## config.mk

```make
export PLATFORM = sky130hd
export DESIGN_NAME = signed_minmax_seq
export DESIGN_NICKNAME = d
export VERILOG_FILES = /design/src/rtl/signed_minmax_seq.sv
export SDC_FILE = /design/constraint.sdc
export NUM_CORES = 1
export LEC_CHECK = 0
export ABC_CLOCK_PERIOD_IN_PS = 1660
export CAP_MARGIN = 20
export CORE_MARGIN = 3
export CORE_UTILIZATION = 40
export CTS_BUF_LIST = sky130_fd_sc_hd__clkbuf_2 sky130_fd_sc_hd__clkbuf_4 sky130_fd_sc_hd__clkbuf_8
export DETAILED_ROUTE_END_ITERATION = 10
export GPL_TIMING_DRIVEN = 0
export PLACE_DENSITY_LB_ADDON = 0.2
export SETUP_SLACK_MARGIN = 0.15
export SYNTH_ARGS = -nofsm -noshare
export SYNTH_HDL_FRONTEND = slang
export SYNTH_SLANG_ARGS = --single-unit
```

## constraint.sdc

```tcl
create_clock -name clk -period 1.66 [get_ports clk]
set_input_delay 0.249 -clock clk [delete_from_list [all_inputs] [get_ports clk]]
set_output_delay 0.249 -clock clk [all_outputs]
set_load 0.05 [all_outputs]
```

## src/rtl/signed_minmax_seq.sv

```systemverilog
// Batch reducer: accepts N signed W-bit samples over valid/ready and reports
// the running maximum, the running minimum and the first index of the maximum.
module signed_minmax_seq #(
  parameter int W = 3,
  parameter int N = 4
) (
  input  logic                                 clk,
  input  logic                                 rst,
  input  logic                                 start,
  input  logic                                 in_valid,
  input  logic [W-1:0]                         in_data,
  output logic                                 in_ready,
  output logic                                 busy,
  output logic                                 done,
  output logic [W-1:0]                         max_out,
  output logic [W-1:0]                         min_out,
  output logic [((N > 1) ? $clog2(N) : 1)-1:0] max_idx
);

  localparam int IW = (N > 1) ? $clog2(N) : 1;

  typedef enum logic [1:0] {
    IDLE    = 2'd0,
    COLLECT = 2'd1,
    DONE    = 2'd2
  } state_t;

  state_t        state_r;
  state_t        state_nxt_s;
  logic [IW-1:0] cnt_r;
  logic          accept_s;
  logic          last_s;

  assign accept_s = in_valid & in_ready;
  assign last_s   = accept_s & (cnt_r == IW'(N - 1));

  // State register
  always_ff @(posedge clk) begin
    if (rst) begin
      state_r <= IDLE;
    end else begin
      state_r <= state_nxt_s;
    end
  end

  // Next-state decode; start only matters in IDLE
  always_comb begin
    state_nxt_s = state_r;
    case (state_r)
      IDLE: begin
        if (start) begin
          state_nxt_s = COLLECT;
        end else begin
          state_nxt_s = IDLE;
        end
      end
      COLLECT: begin
        if (last_s) begin
          state_nxt_s = DONE;
        end else begin
          state_nxt_s = COLLECT;
        end
      end
      DONE:    state_nxt_s = IDLE;
      default: state_nxt_s = IDLE;
    endcase
  end

  // Output decode from the registered state
  always_comb begin
    in_ready = 1'b0;
    busy     = 1'b0;
    done     = 1'b0;
    case (state_r)
      IDLE: begin
        in_ready = 1'b0;
        busy     = 1'b0;
        done     = 1'b0;
      end
      COLLECT: begin
        in_ready = 1'b1;
        busy     = 1'b1;
        done     = 1'b0;
      end
      DONE: begin
        in_ready = 1'b0;
        busy     = 1'b1;
        done     = 1'b1;
      end
      default: begin
        in_ready = 1'b0;
        busy     = 1'b0;
        done     = 1'b0;
      end
    endcase
  end

  // Sample counter, cleared when a batch begins
  always_ff @(posedge clk) begin
    if (rst) begin
      cnt_r <= '0;
    end else if ((state_r == IDLE) && start) begin
      cnt_r <= '0;
    end else if (accept_s) begin
      cnt_r <= cnt_r + IW'(1);
    end
  end

  // Running extremes; strict greater-than keeps the earliest index on ties
  always_ff @(posedge clk) begin
    if (rst) begin
      max_out <= '0;
      min_out <= '0;
      max_idx <= '0;
    end else if (accept_s) begin
      if (cnt_r == IW'(0)) begin
        max_out <= in_data;
        min_out <= in_data;
        max_idx <= '0;
      end else begin
        if ($signed(in_data) > $signed(max_out)) begin
          max_out <= in_data;
          max_idx <= cnt_r;
        end
        if ($signed(in_data) < $signed(min_out)) begin
          min_out <= in_data;
        end
      end
    end
  end

endmodule

```

Word level (Yosys, flattened, before mapping) --
Cells that the tools add are included.
Cells by class: add/subtract/negate cells 1, $mul 0, divide/modulo/power cells 0, order comparisons 2, equality and inequality tests 3, shift operators 0, multiplexer cells 12, bitwise logic cells 2, reduce and logical (&&, ||, !) cells 9
Operators by type and width (number):
- $mux 3 | 4
- $mux 2 | 3
- $eq 2x2->1 const B | 2
- $logic_not 2->1 | 2
- $mux 1 | 4
- $pmux 2 s2 | 1
- $reduce_and 2->1 | 2
- $reduce_bool 2->1 | 2
- $reduce_or 2->1 | 2
- $gt 3x3->1 | 1
- $lt 3x3->1 | 1
- $add 2x1->2 const B | 1
- $and 1x1->1 | 2
- $eq 2x1->1 const B | 1
- $logic_and 1x1->1 | 1
Storage, ports and cells: register bits 12, bits in latches 0, bits in writable memories 0, memory bits (read-only) 0, bits of input ports 7, word-level logic and storage cells 34, memories 0

Logic depth before layout (Yosys ltp) --
word-level depth 6, gate-level depth with buffers 6, gate-level depth less buffers 6

Worst setup path after synthesis --
No wires, ideal clock.
path type flip-flop to flip-flop, start register max_out[1], end register max_out[1], setup time 117 ps, data arrival time 1790 ps, slack -247 ps, stages on the path, launching flop included 7, buffers on the path 0, period minus slack after synthesis 1907 ps, path through dfxtp_1 inv_1 ha_1 nor2b_1 o311ai_4 mux2i_1 nand2_1
Between the ends: cells in the longest elaborated chain, start to end 3
Ends and longest elaborated chain:
- from (decl) | RTL line 15 | output logic [W-1:0] max_out,
- from (signal assigned) | RTL line 117 | max_out <= in_data;
- from (signal assigned) | RTL line 122 | max_out <= in_data;
- $gt 3x3->1 | RTL line 121 | if ($signed(in_data) > $signed(max_out)) begin
- $reduce_bool 2->1 (no line)
- $reduce_and 2->1 (no line)
No other way between the ends. A chain may end at the register's enable or synchronous reset.

Final worst setup path --
start register min_out[2], end register min_out[0]
Between the ends: cells in the longest elaborated chain, start to end 3
Ends and longest elaborated chain:
- from (decl) | RTL line 16 | output logic [W-1:0] min_out,
- from (signal assigned) | RTL line 118 | min_out <= in_data;
- from (signal assigned) | RTL line 126 | min_out <= in_data;
- $lt 3x3->1 | RTL line 125 | if ($signed(in_data) < $signed(min_out)) begin
- $reduce_bool 2->1 (no line)
- $reduce_and 2->1 (no line)
No other way between the ends.

==> results.sh <==
export IMPL_status="completed"
export IMPL_worstSetupPathType="reg2reg"
export IMPL_synthArstFlopShare=0
export IMPL_hold_violations=0
export IMPL_cp_start_kind="register"
export IMPL_routabilityCongestion=0.8061
export IMPL_ys_seq_elements=12
export IMPL_slowest_delay_ns=0.46
export IMPL_ys_seq_area_frac=0.2909
export IMPL_utilization=0.6408
export IMPL_period_share=0.9141
export IMPL_synthTopCellsByArea="dfxtp_1 29%, ha_1 15%, a32oi_1 8.5%"
export IMPL_synthTopCellsByCount="13 x nand2_1, 12 x dfxtp_1, 10 x ha_1, 9 x inv_1, 8 x a32oi_1"
export IMPL_final_cells=142
export IMPL_num_vias=779
export IMPL_final_nets=136
export IMPL_viasPerCell=5.486
export IMPL_met3WireLength_um=78
export IMPL_final_layout_size_suffix_gt1_frac=0.3162
export IMPL_grt_pass1_vias=762
export IMPL_cts_buffers=3
export IMPL_numPortBuffers=17
export IMPL_period_minus_slack_ns=1.517
export IMPL_dr_pass1_iters=4
export IMPL_p_total_uw=759.4
export IMPL_path_buf_inv=2
export IMPL_rsz0062_at_grt="true"
export IMPL_highest_layer="met4"
export IMPL_htreeDepth=1
export IMPL_synth_edf_count=0
export IMPL_cts_clk_slew_worst_paths_ns=0.08
export IMPL_drc_errors=0
export IMPL_maxSlewViolCount=0
export IMPL_wirelength_mm=2.025
export IMPL_synth_area_sq_um=825.8
export IMPL_wirelength_met1_um=991
export IMPL_grt_pass1_wl_mm=3.422
export IMPL_worstPathCellList="inv_4 > ha_4 > inv_4 > a21o_4 > or4b_1 > nand3_1"
export IMPL_avgSynthCellArea_sq_um=8.879
export IMPL_die_x_um=51.44
export IMPL_tritoncts="built"
export IMPL_cp_arrival_ns=1.74
export IMPL_yosysWarnings=0
export IMPL_worstMarginPinSlew_ns=0.4962
export IMPL_whs_ns=0.4804
export IMPL_core_area_sq_um=1839
export IMPL_first_iter_violations=15
export IMPL_wl_per_cell_um=14.26
export IMPL_grt_antenna_before_repair=0
export IMPL_track_usage=0.1731
export IMPL_postSynthNetCount=110
export IMPL_clk_latency_ns=0.28
export IMPL_cp_max_fo=6
export IMPL_io_pins=18
export IMPL_grt_max_degree=11
export IMPL_diodes=0
export IMPL_numClockSinks=12
export IMPL_synth_cells=93
export IMPL_cp_end_kind="register"
export IMPL_yosysTopAreaCell="dfxtp_1"
export IMPL_drv_cap=0
export IMPL_clock_fmax_mhz=659.0
export IMPL_syn_to_final_growth_pct=42.73
export IMPL_finalClockSkew_ns=0.009126
export IMPL_ir_worst_vdd_mv=0.3735
export IMPL_fin_setup_tns_ns=0
export IMPL_met2WireLength_um=948
export IMPL_path_delay_family="simple AND/OR/NAND/NOR gates"
export IMPL_clk_path_buf_depth=2
export IMPL_crit_top_cell="inv_4"
export IMPL_dp_cells=135
export IMPL_cpMaxStageDelayCell="or4b_1"
export IMPL_synth_distinct_cells=27
export IMPL_place_hpwl_mm=1.469
export IMPL_worst_ep_required_time_ns=1.88
export IMPL_yosysTopAreaCellShare=0.2909
export IMPL_pwr_density_cell_nw_per_um2=644.3
export IMPL_die_h_um=51.44
export IMPL_hp_class="reg2reg"
export IMPL_drtAntennaViolNets=0
export IMPL_grt_overflow=0
export IMPL_start_util=0.4490
export IMPL_max_slew_margin=0.6705
export IMPL_rows=15
export IMPL_total_leakage_power_uw=0.0004881
export IMPL_synthFlopType="dfxtp_1"
export IMPL_die_area_sq_um=2646
export IMPL_cts_root_buf="clkbuf_4"
export IMPL_yosysMostFrequentCell="nand2_1"
export IMPL_finalSetupViolations=0
==> power breakdown <==
group          internal (uW)  leakage (uW)  switching [uW]
clock                   84.1     0.0000138            99.3
sequential               298      0.000101            11.1
combinational            114      0.000373             153
==> worst reg2reg max path, cell delays in order, from the launching register on <==
cell	delay, ns
dfxtp_4	0.37
inv_4	0.04
ha_4	0.27
inv_4	0.04
a21o_4	0.21
or4b_1	0.46
nand3_1	0.08
==> stage by stage <==
stage               setup WS, ns  area (sq um)
floorplan                0.05488         882.1
global placement         -0.3878          1084
detailed placement       -0.3987          1084
CTS                       0.1606          1135
global route             0.06444          1179
finish                    0.1426          1179
==> registers in the layout (all words and copies together), names as in the netlist <==
| name | count |
|---|---|
| cnt_r | 2 |
| max_idx | 2 |
| max_out | 3 |
| min_out | 3 |
| state_r | 2 |
==> layout by cell type (no fill, tap or decap), drive strengths merged <==
cell | Yosys | final
a2111oi | 1 | 1
a211o | 2 | 2
a21o | 1 | 1
a21oi | 2 | 2
a32oi | 8 | 8
buf | 2 | 8
clkbuf | 0 | 3
clkdlybuf4s15 | 0 | 1
clkdlybuf4s50 | 0 | 3
dfxtp | 12 | 12
dlygate4sd2 | 0 | 11
ha | 10 | 10
inv | 11 | 11
mux2i | 2 | 2
nand2 | 14 | 14
nand2b | 2 | 2
nand3 | 5 | 5
nand4 | 1 | 1
nor2 | 3 | 3
nor2b | 1 | 1
nor3 | 3 | 3
nor3b | 5 | 5
o21bai | 1 | 1
o311ai | 1 | 1
or3 | 2 | 2
or4 | 2 | 2
or4b | 1 | 1
xnor2 | 1 | 1
==> cell families after synthesis <==
family                     synth area share
AOI/OAI and AO/OA                    0.2015
xor gates and xnor gates            0.01061
adders and majority gates            0.1515
buffers and inverters               0.06212
DFF                                  0.2909
muxes                               0.02424
and+or+nand+nor                      0.2591
==> area by class of cell <==
cell class              instances  area (sq um)
repair buffers                 21         185.2
flip-flops and latches         12         257.7
clock buffers                   3         22.52
plain buffers                   2         10.01
inverters                      11         48.80
well taps                      25         31.28
fillers                       169         660.6
multi-input cells              68         623.1
==> what timing repair did <==
item | 4_1_cts | 5_1_grt
hold buffers | 0 | 0
pin swaps | 1 | 4
gates resized for setup | 30 | 7
buffers inserted | 3 | 1
endpoints found under the setup margin | 19 | 7
==> layer usage <==
layer,global-route usage,vias to the layer above
met5,0,-
met4,0.05240,0
met3,0.05248,2
met2,0.2775,15
met1,0.2208,370
li1,-,392
==> worst paths after layout <==
check | cells after the start | to | slack (ns) | startpoint
worst max-delay path | 6 | min_out[0] | 0.14 | min_out[2]
worst max register to register | 6 | min_out[0] | 0.14 | min_out[2]
worst min-delay path | 2 | cnt_r[1] | 0.48 | cnt_r[1]
worst min register to register | 2 | cnt_r[1] | 0.48 | cnt_r[1]
No activity file was read; power rests on OpenSTA's default activity.
